**config.mk**
```make
export PLATFORM = sky130hd
export DESIGN_NAME = instruction_fetch_unit_flat
export DESIGN_NICKNAME = d
export VERILOG_FILES = /design/src/rtl/instruction_fetch_unit_if.sv /design/src/rtl/instruction_fetch_unit.sv /design/src/flat_wrapper.sv
export SDC_FILE = /design/constraint.sdc
export NUM_CORES = 1
export LEC_CHECK = 0
export CORE_ASPECT_RATIO = 1.5
export CORE_MARGIN = 10
export CORE_UTILIZATION = 41
export DETAILED_ROUTE_END_ITERATION = 8
export PLACE_DENSITY = 0.81
export SKIP_LAST_GASP = 1
export SLEW_MARGIN = 30
export SYNTH_ARGS = -nofsm -noshare
export SYNTH_HDL_FRONTEND = slang
export SYNTH_SLANG_ARGS = --single-unit
```
**constraint.sdc**
```tcl
create_clock -name clk -period 2.3 [get_ports clk]
set_input_delay 0.46 -clock clk [delete_from_list [all_inputs] [get_ports clk]]
set_output_delay 0.46 -clock clk [all_outputs]
set_load 0.01 [all_outputs]
```
**src/rtl/instruction_fetch_unit_if.sv**
```systemverilog
// Bus bundle between the fetch unit, the instruction memory and the decode stage.
// The master side is the fetch unit and the slave side is the memory and decode side.
interface instruction_fetch_unit_if #(
  parameter int ADDR_W = 5,
  parameter int DATA_W = 32,
  parameter int CNT_W  = 16
);
  logic [ADDR_W-1:0] imem_addr;
  logic [DATA_W-1:0] imem_data;
  logic              stall;
  logic              branch_taken;
  logic [15:0]       branch_offset;
  logic              jump;
  logic [25:0]       jump_target;
  logic [DATA_W-1:0] instr;
  logic [ADDR_W-1:0] pc_out;
  logic              instr_valid;
  logic              halted;
  logic [CNT_W-1:0]  fetch_count;

  modport master (
    output imem_addr,
    input  imem_data,
    input  stall,
    input  branch_taken,
    input  branch_offset,
    input  jump,
    input  jump_target,
    output instr,
    output pc_out,
    output instr_valid,
    output halted,
    output fetch_count
  );

  modport slave (
    input  imem_addr,
    output imem_data,
    output stall,
    output branch_taken,
    output branch_offset,
    output jump,
    output jump_target,
    input  instr,
    input  pc_out,
    input  instr_valid,
    input  halted,
    input  fetch_count
  );
endinterface

```
**src/rtl/instruction_fetch_unit.sv**
```systemverilog
// Fetch stage: owns the pc, reads the combinational instruction memory and registers the
// fetched word for decode. It handles stall, jump/branch squash, a halt opcode and a saturating count.
module instruction_fetch_unit #(
  parameter int          ADDR_W  = 5,
  parameter int          DATA_W  = 32,
  parameter logic [5:0]  HALT_OP = 6'b111111,
  parameter int          CNT_W   = 16
) (
  input logic                  clk,
  input logic                  reset,
  instruction_fetch_unit_if.master bus
);

  typedef enum logic [1:0] {
    INIT = 2'd0,
    RUN  = 2'd1,
    HALT = 2'd2
  } state_t;

  state_t state_q, state_d;

  logic [ADDR_W-1:0] pc_q, pc_d;
  logic [DATA_W-1:0] instr_q, instr_d;
  logic [ADDR_W-1:0] pc_out_q, pc_out_d;
  logic              valid_q, valid_d;
  logic              halted_q, halted_d;
  logic [CNT_W-1:0]  count_q, count_d;

  logic [ADDR_W-1:0] branch_target;
  logic [CNT_W-1:0]  count_sat;
  logic              halt_word;
  logic              unused_bits;

  // The upper bits of the offset and target are outside the address space and are discarded.
  assign unused_bits = ^{bus.branch_offset[15:ADDR_W], bus.jump_target[25:ADDR_W]};

  // The branch is relative to the instruction in decode, not to the current fetch pc.
  assign branch_target = pc_out_q + ADDR_W'(1) + bus.branch_offset[ADDR_W-1:0];
  assign count_sat     = (count_q == {CNT_W{1'b1}}) ? count_q : count_q + CNT_W'(1);
  assign halt_word     = (bus.imem_data[DATA_W-1:DATA_W-6] == HALT_OP);

  always_comb begin
    state_d  = state_q;
    pc_d     = pc_q;
    instr_d  = instr_q;
    pc_out_d = pc_out_q;
    valid_d  = valid_q;
    halted_d = halted_q;
    count_d  = count_q;

    case (state_q)
      INIT: begin
        state_d = RUN;
        valid_d = 1'b0;
      end

      RUN: begin
        if (bus.stall) begin
          state_d = RUN;
        end else if (bus.jump) begin
          pc_d    = bus.jump_target[ADDR_W-1:0];
          valid_d = 1'b0;
        end else if (bus.branch_taken) begin
          pc_d    = branch_target;
          valid_d = 1'b0;
        end else begin
          instr_d  = bus.imem_data;
          pc_out_d = pc_q;
          valid_d  = 1'b1;
          count_d  = count_sat;
          // A halt word is still issued, but the pc stays on it.
          if (halt_word) begin
            state_d = HALT;
          end else begin
            pc_d = pc_q + ADDR_W'(1);
          end
        end
      end

      HALT: begin
        halted_d = 1'b1;
        valid_d  = 1'b0;
      end

      default: begin
        state_d = INIT;
      end
    endcase
  end

  always_ff @(posedge clk) begin
    if (reset) begin
      state_q  <= INIT;
      pc_q     <= '0;
      instr_q  <= '0;
      pc_out_q <= '0;
      valid_q  <= 1'b0;
      halted_q <= 1'b0;
      count_q  <= '0;
    end else begin
      state_q  <= state_d;
      pc_q     <= pc_d;
      instr_q  <= instr_d;
      pc_out_q <= pc_out_d;
      valid_q  <= valid_d;
      halted_q <= halted_d;
      count_q  <= count_d;
    end
  end

  assign bus.imem_addr   = pc_q;
  assign bus.instr       = instr_q;
  assign bus.pc_out      = pc_out_q;
  assign bus.instr_valid = valid_q;
  assign bus.halted      = halted_q;
  assign bus.fetch_count = count_q;

endmodule
```
**src/flat_wrapper.sv**
```systemverilog
// flat-port wrapper written by rule: the top's interface ports become plain ports
module instruction_fetch_unit_flat 
#(
  parameter int          ADDR_W  = 5,
  parameter int          DATA_W  = 32,
  parameter logic [5:0]  HALT_OP = 6'b111111,
  parameter int          CNT_W   = 16
)
  (clk, reset, bus_imem_addr, bus_imem_data, bus_stall, bus_branch_taken, bus_branch_offset, bus_jump, bus_jump_target, bus_instr, bus_pc_out, bus_instr_valid, bus_halted, bus_fetch_count);
  instruction_fetch_unit_if #(.ADDR_W(ADDR_W), .DATA_W(DATA_W), .CNT_W(CNT_W)) bus_i ();
  input logic clk;
  input logic reset;
  output wire logic [$bits(bus_i.imem_addr)-1:0] bus_imem_addr;
  input wire logic [$bits(bus_i.imem_data)-1:0] bus_imem_data;
  input wire logic [$bits(bus_i.stall)-1:0] bus_stall;
  input wire logic [$bits(bus_i.branch_taken)-1:0] bus_branch_taken;
  input wire logic [$bits(bus_i.branch_offset)-1:0] bus_branch_offset;
  input wire logic [$bits(bus_i.jump)-1:0] bus_jump;
  input wire logic [$bits(bus_i.jump_target)-1:0] bus_jump_target;
  output wire logic [$bits(bus_i.instr)-1:0] bus_instr;
  output wire logic [$bits(bus_i.pc_out)-1:0] bus_pc_out;
  output wire logic [$bits(bus_i.instr_valid)-1:0] bus_instr_valid;
  output wire logic [$bits(bus_i.halted)-1:0] bus_halted;
  output wire logic [$bits(bus_i.fetch_count)-1:0] bus_fetch_count;
  assign bus_imem_addr = bus_i.imem_addr;
  assign bus_i.imem_data = bus_imem_data;
  assign bus_i.stall = bus_stall;
  assign bus_i.branch_taken = bus_branch_taken;
  assign bus_i.branch_offset = bus_branch_offset;
  assign bus_i.jump = bus_jump;
  assign bus_i.jump_target = bus_jump_target;
  assign bus_instr = bus_i.instr;
  assign bus_pc_out = bus_i.pc_out;
  assign bus_instr_valid = bus_i.instr_valid;
  assign bus_halted = bus_i.halted;
  assign bus_fetch_count = bus_i.fetch_count;
  instruction_fetch_unit #(.ADDR_W(ADDR_W), .DATA_W(DATA_W), .HALT_OP(HALT_OP), .CNT_W(CNT_W)) u_core (.clk(clk), .reset(reset), .bus(bus_i));
endmodule
```
==> impl_metrics.ini, run 1 <==
[outcome]
outcome = complete, no violations

[synthesis]
synth_ff_type = dfxtp_1
ys_ff_latch = 62
syn-num-nets = 436
ys_warn_count = 0
yosysTopAreaCellShare_pct = 43.5
synth_fa_ha_area_share_pct = 3.33
synth_top_family_by_area = simple AND/OR/NAND/NOR gates
syn_inst = 350
synth_area_leaders = dfxtp_1 (44%), nand2_1 (12%), a21oi_1 (9.6%)
synth.distinct_cells = 49
synthMuxAreaShare_pct = 3.11
netlist_top_cells_count = nand2_1 (88), dfxtp_1 (62), a21oi_1 (55), nor2_1 (16), clkbuf_1 (12)
netlist_area_um2 = 2850
synth.avg_cell_area_um2 = 8.15
yosys.area_share.simple_pct = 27.1
synth-xor-area-share_pct = 0.614
synth_compound_area_share_pct = 18.5
synth_edf_count = 0
async_flop_share_pct = 0
yosys.area.top_type = dfxtp_1
synth_most_common_cell = nand2_1
synth-seq-area-share_pct = 43.5

[timing]
setup_viol = 0
relSlewSlack_pct = 67.1
tightestPinTransition_ns = 0.489
finalHoldViolCount = 0
rsz0062_at_grt = false
maxSlewViolCount = 0
min_period_over_period_pct = 90.4
fin_tns_setup_ns = 0
clock_skew_ns = 0.00805
period_minus_slack_ns = 2.08
hold_ws_ns = 0.454
timing.final.ws_setup_ns = 0.221
fmax_mhz = 481

[global_routing]
grt_max_degree = 39
grt_use_met1_pct = 16.9
grt_use_met2_pct = 28.3
grt_pass1_vias = 2784
grt.total_usage_pct = 15.5
grtUsageMet3_pct = 3.01
grt_pass1_wl_mm = 13.5
grt-busiest-layer = met2
gr-total-overflow = 0
antenna_found_initial = 0

[clock_network]
cts_tree = built
cts_made_buffers = 9
htree_levels = 3
cts_setup_buffers = 0
clock_path_buffers = 2
path_clk_slew_ns = 0.07
cts_hold_buf = 0
cts_root_buffer = clkbuf_8
cts_resized = 0
clk_latency_ns = 0.34
cts.sinks = 62

[run]
maxCapViolations = 0

[power]
irDropWorstVdd_uv = 416
p_leak_nw = 1.54
power_frac_seq_pct = 43.4
power_density_nw_per_um2 = 594
power_frac_comb_pct = 10.3
p_int_mw = 1.99
swShare_pct = 22.2
p_sw_mw = 0.569
power_frac_clock_pct = 46.3

[place]
place_congestion = 0.845
numPortBuffers = 106
post-place-ws_ns = -0.119
dp_cells = 531
place_hpwl_mm = 6.40

[route]
vias = 2885
vias_per_cell = 5.27
drt-total-wl_mm = 8.64
drc = 0
first_iter_violations = 161
wl_per_cell_um = 15.8
ant_nets = 0
dr.pass1.iters = 5

[worst_setup_path]
cp-startpoint = bus_branch_offset[0]
worstPathRequired_ns = 2.53
crit_fanout = 2
path_class = in2reg
ff2ff_path_depth = 7
crit_path_end_kind = register
worstSetupStartpointType = primary input
crit_arrival_ns = 2.31
r2r_start = u_core.bus.pc_out[0]

[final_layout]
drive_gt1_share_pct = 10.7
fin_util_pct = 63.4
layout.nets = 550
nFillCells = 567
syn_to_final_growth_pct = 51.2
final_cells = 547
diodes = 0

[floorplan]
dieArea_um2 = 10800
ioPinCount = 139
rows = 37
die_w_um = 88.1
fp.dieH_um = 122
core_um2 = 6810
start_util_pct = 41.9

[hold_path]
hold_class = reg2reg
hold_start = u_core.bus.instr[23]
min_path_cells = 2
## through the flow
| step | power [mW] | area, um^2 |
|---|---|---|
| final | 2.56 | 4310 |
| after CTS | 2.58 | 4310 |
| after floorplan | 1.24 | 2850 |
| after detailed placement | 1.40 | 4070 |
| after global placement | 1.39 | 4070 |
| after global routing | 2.65 | 4310 |
## registers in the layout, summed over array words and instances, names as in the netlist
signal	count
u_core.bus.instr	32
u_core.bus.fetch_count	16
u_core.bus.imem_addr	5
u_core.bus.pc_out	5
u_core.state_q	2
u_core.bus.halted	1
u_core.bus.instr_valid	1
## final timing paths
path | to | slack (ns)
worst min register to register | u_core.bus.instr[23] | 0.45
worst max-delay path | u_core.bus.imem_addr[4] | 0.22
worst max register to register | u_core.bus.imem_addr[4] | 0.40
worst min-delay path | u_core.bus.instr[23] | 0.45
## worst max-delay path: stages
cell and delay (ns):
clkdlybuf4s50_1 0.45, inv_1 0.04, ha_1 0.20, fa_1 0.38, nand2b_1 0.19, a2111oi_0 0.39
a211o_1 0.16, a21oi_1 0.05
## per-layer routing
metal | vias up | routed length [um]
li1 | 1452 | -
met1 | 1340 | 3410
met2 | 81 | 4590
met3 | 12 | 493
met4 | 0 | 147
met5 | - | 0
## power by group through the flow
stage	Combinational (mW)	Sequential, mW	Clock (mW)
after CTS	0.266	1.11	1.20
after global routing	0.288	1.11	1.25
after detailed placement	0.264	1.14	0
final	0.264	1.11	1.18
after global placement	0.259	1.13	0
after floorplan	0.0969	1.14	0
## cell type report
class	count	area (um^2)	area share [%]
clock buffers	10	138	3.19
clock inverters	6	109	2.52
inverters	8	30.0	0.696
multi-input cells	261	1510	35.0
flip-flops and latches	62	1240	28.8
well taps	78	97.6	2.26
repair buffers	122	1190	27.6
## cells in the final DEF (no fill, tap or decap), drive strengths merged, types with 4 or more instances in the layout
master           n
clkdlybuf4s50  105
nand2           88
dfxtp           62
a21oi           55
nor2            17
buf             17
clkbuf          10
nor2b            9
inv              8
nand3            7
mux2             7
nand4            7
a211oi           6
ha               6
or4              5
nor3             5
o21ai            4
nand2b           4
## cells by family after synthesis
family | Yosys count
AO/OA/AOI/OAI | 86
XOR/XNOR | 2
adder cells (fa/ha/maj) | 7
buffers and inverters | 27
flip-flops | 62
multiplexers | 8
AND/OR/NAND/NOR | 158
No activity file was read; power rests on OpenSTA's default activity.
==> run 2: changes to the inputs <==
--- a/config.mk
+++ b/config.mk
@@ -5,9 +5,9 @@
 export SDC_FILE = /design/constraint.sdc
 export NUM_CORES = 1
 export LEC_CHECK = 0
-export CORE_ASPECT_RATIO = 1.5
 export CORE_MARGIN = 10
 export CORE_UTILIZATION = 41
+export CTS_CLUSTER_DIAMETER = 60
 export DETAILED_ROUTE_END_ITERATION = 8
 export PLACE_DENSITY = 0.81
 export SKIP_LAST_GASP = 1
==> run 2 against run 1 <==
  * Critical endpoint unchanged
  * Sequential power is essentially flat
  * Register-to-register slack lost 0.10 ns
  * Clock power shrank 11%
  * Fmax is essentially flat
  * Routed wire length shrank 1.6%
  * Critical path depth is the same
  * Sequential share of layout area grew 0.067 points
  * Flip-flop and latch count is the same
  * Cell count grew 3.3%
==> impl_metrics.ini, run 2 (synthesized netlist as in run 1, its figures left out) <==
[worst_setup_path]
path_class = in2reg
crit_path_end_kind = register
path_cells = clkdlybuf4s50_1 -> inv_1 -> ha_1 -> fa_1 -> nand2b_1 -> a2111oi_0 -> a211o_1 -> a21oi_1
ff2ff_setup_slack_ns = 0.30
ff2ff_path_depth = 4
crit_fanout = 2
worstPathRequired_ns = 2.52
timing.rr.end = u_core.bus.fetch_count[14]
worstSetupStartpointType = primary input
crit_arrival_ns = 2.30
crit_family = compound AO/OA/AOI/OAI gates
critPathMaxStageDelay_ns = 0.46
cp_num_buf_inv = 2
r2r_start = u_core.bus.fetch_count[6]
cp.depth = 8
cpMaxStageDelayCell = clkdlybuf4s50_1

[timing]
tightestPinTransition_ns = 0.540
finalHoldViolCount = 0
fmax_mhz = 481
period_minus_slack_ns = 2.08
min_period_over_period_pct = 90.4
hold_ws_ns = 0.455
maxSlewViolCount = 0
relSlewSlack_pct = 64.0
clock_skew_ns = 0.0107
setup_viol = 0
rsz0062_at_grt = false
timing.final.ws_setup_ns = 0.221

[final_layout]
largest_reg_flops = 32
diodes = 0
mostFrequentLayoutCell = clkdlybuf4s50_1
final_cells = 565
layout.nets = 550
syn_to_final_growth_pct = 50.8
final_cell_mix = clkdlybuf4s50_1 (105), nand2_1 (88), dfxtp_1 (62)
nFillCells = 604
drive_gt1_share_pct = 10.4

[clock_network]
cts.sinks = 62
cts_tree = built
cts_made_buffers = 9
clk_latency_ns = 0.34
path_clk_slew_ns = 0.07
cts_root_buffer = clkbuf_8
clock_path_buffers = 2
cts_setup_buffers = 0
cts_hold_buf = 0
cts_resized = 0
htree_levels = 3

[floorplan]
core_um2 = 6790
die_w_um = 103
fp.dieH_um = 103
start_util_pct = 42.0
rows = 30
dieArea_um2 = 10700
ioPinCount = 139

[route]
dr.pass1.iters = 4
drc = 0
wl_per_cell_um = 15.1
drt-total-wl_mm = 8.51
vias_per_cell = 5.12
vias = 2891
ant_nets = 0
first_iter_violations = 103

[run]
maxCapViolations = 0

[power]
swShare_pct = 23.5
power_frac_seq_pct = 45.9
p_sw_mw = 0.569
p_leak_nw = 1.51
p_total_mw = 2.42
power_frac_comb_pct = 10.8
power_frac_clock_pct = 43.3
irDropWorstVdd_uv = 293
p_int_mw = 1.85
power_density_nw_per_um2 = 563

[global_routing]
gr-total-overflow = 0
grt_pass1_wl_mm = 13.7
grt_pass1_vias = 2822
grt.total_usage_pct = 16.0
grt_max_degree = 39
antenna_found_initial = 0

[hold_path]
min_path_cells = 2
whs_endpoint = u_core.bus.instr[25]
hold_class = reg2reg
hold_start = u_core.bus.instr[25]

[place]
post-place-ws_ns = -0.129
numPortBuffers = 106
place_congestion = 0.802
dp_cells = 549
place_hpwl_mm = 6.27

[outcome]
outcome = complete, no violations
## run 2: changes by cell type in the layout (fill, tap and decap cells not counted), sizes merged
cell      previous run  this run
bufinv               3         2
clkinvlp             0         1
## run 2: worst max path at each step
| stage | slack (ns) | end | start |
|---|---|---|---|
| finish | 0.22 | u_core.bus.imem_addr[4] | bus_branch_offset[0] |
| global route | 0.12 | u_core.bus.fetch_count[14] | u_core.bus.fetch_count[6] |
| CTS | 0.23 | u_core.bus.imem_addr[4] | bus_branch_offset[0] |
| detailed placement | -0.13 | u_core.bus.imem_addr[4] | bus_branch_offset[0] |
| global placement | -0.09 | u_core.bus.imem_addr[4] | bus_branch_offset[0] |
| floorplan | 0.41 | u_core.bus.fetch_count[9] | bus_branch_taken |
## run 2: final cells by class
class	count	area, um^2	area share (%)
clock buffer	10	128	2.97
inverter	8	30.0	0.698
sequential	62	1240	28.8
clock inverter	6	86.3	2.01
tap	96	120	2.79
timing repair buffer	122	1190	27.6
multi-input combinational	261	1510	35.1
## run 2: worst register-to-register path, stage by stage, from the launching register on
cell     delay (ns)
dfxtp_1        0.45
and4_1         0.28
and2_0         0.43
nor4b_1        0.36
mux2_2         0.37
## run 2: layer usage
layer  up-vias  GRT usage (%)  wire length, um
met1      1345           19.0             3580
met5         -              0                0
met2        76           26.8             4250
met4         0           5.13               83
li1       1460              -                -
met3        10           4.92              594
## run 2: stage by stage
stage / TNS [ns] / utilization (%) / area, um^2
2_1_floorplan: 0 / - / 2850
3_3_place_gp: -0.121 / 60.2 / 4090
3_5_place_dp: -0.193 / 60.2 / 4090
4_1_cts: 0 / 63.3 / 4300
5_1_grt: 0 / 63.3 / 4300
6_report: 0 / 63.3 / 4300
## run 2: power by group through the flow
stage          clock (mW)  combinational (mW)  sequential [mW]
2_1_floorplan           0              0.0969             1.14
3_3_place_gp            0               0.259             1.13
3_5_place_dp            0               0.261             1.14
4_1_cts              1.08               0.263             1.11
5_1_grt              1.12               0.284             1.12
6_report             1.05               0.260             1.11
==> run 3: changes to the inputs <==
--- a/config.mk
+++ b/config.mk
@@ -5,9 +5,11 @@
 export SDC_FILE = /design/constraint.sdc
 export NUM_CORES = 1
 export LEC_CHECK = 0
+export CAP_MARGIN = 20
 export CORE_MARGIN = 10
 export CORE_UTILIZATION = 41
 export CTS_CLUSTER_DIAMETER = 60
+export CTS_CLUSTER_SIZE = 25
 export DETAILED_ROUTE_END_ITERATION = 8
 export PLACE_DENSITY = 0.81
 export SKIP_LAST_GASP = 1
==> results of run 3 <==
Same layout as run 2: the final DEF is identical, and so are final timing and power.
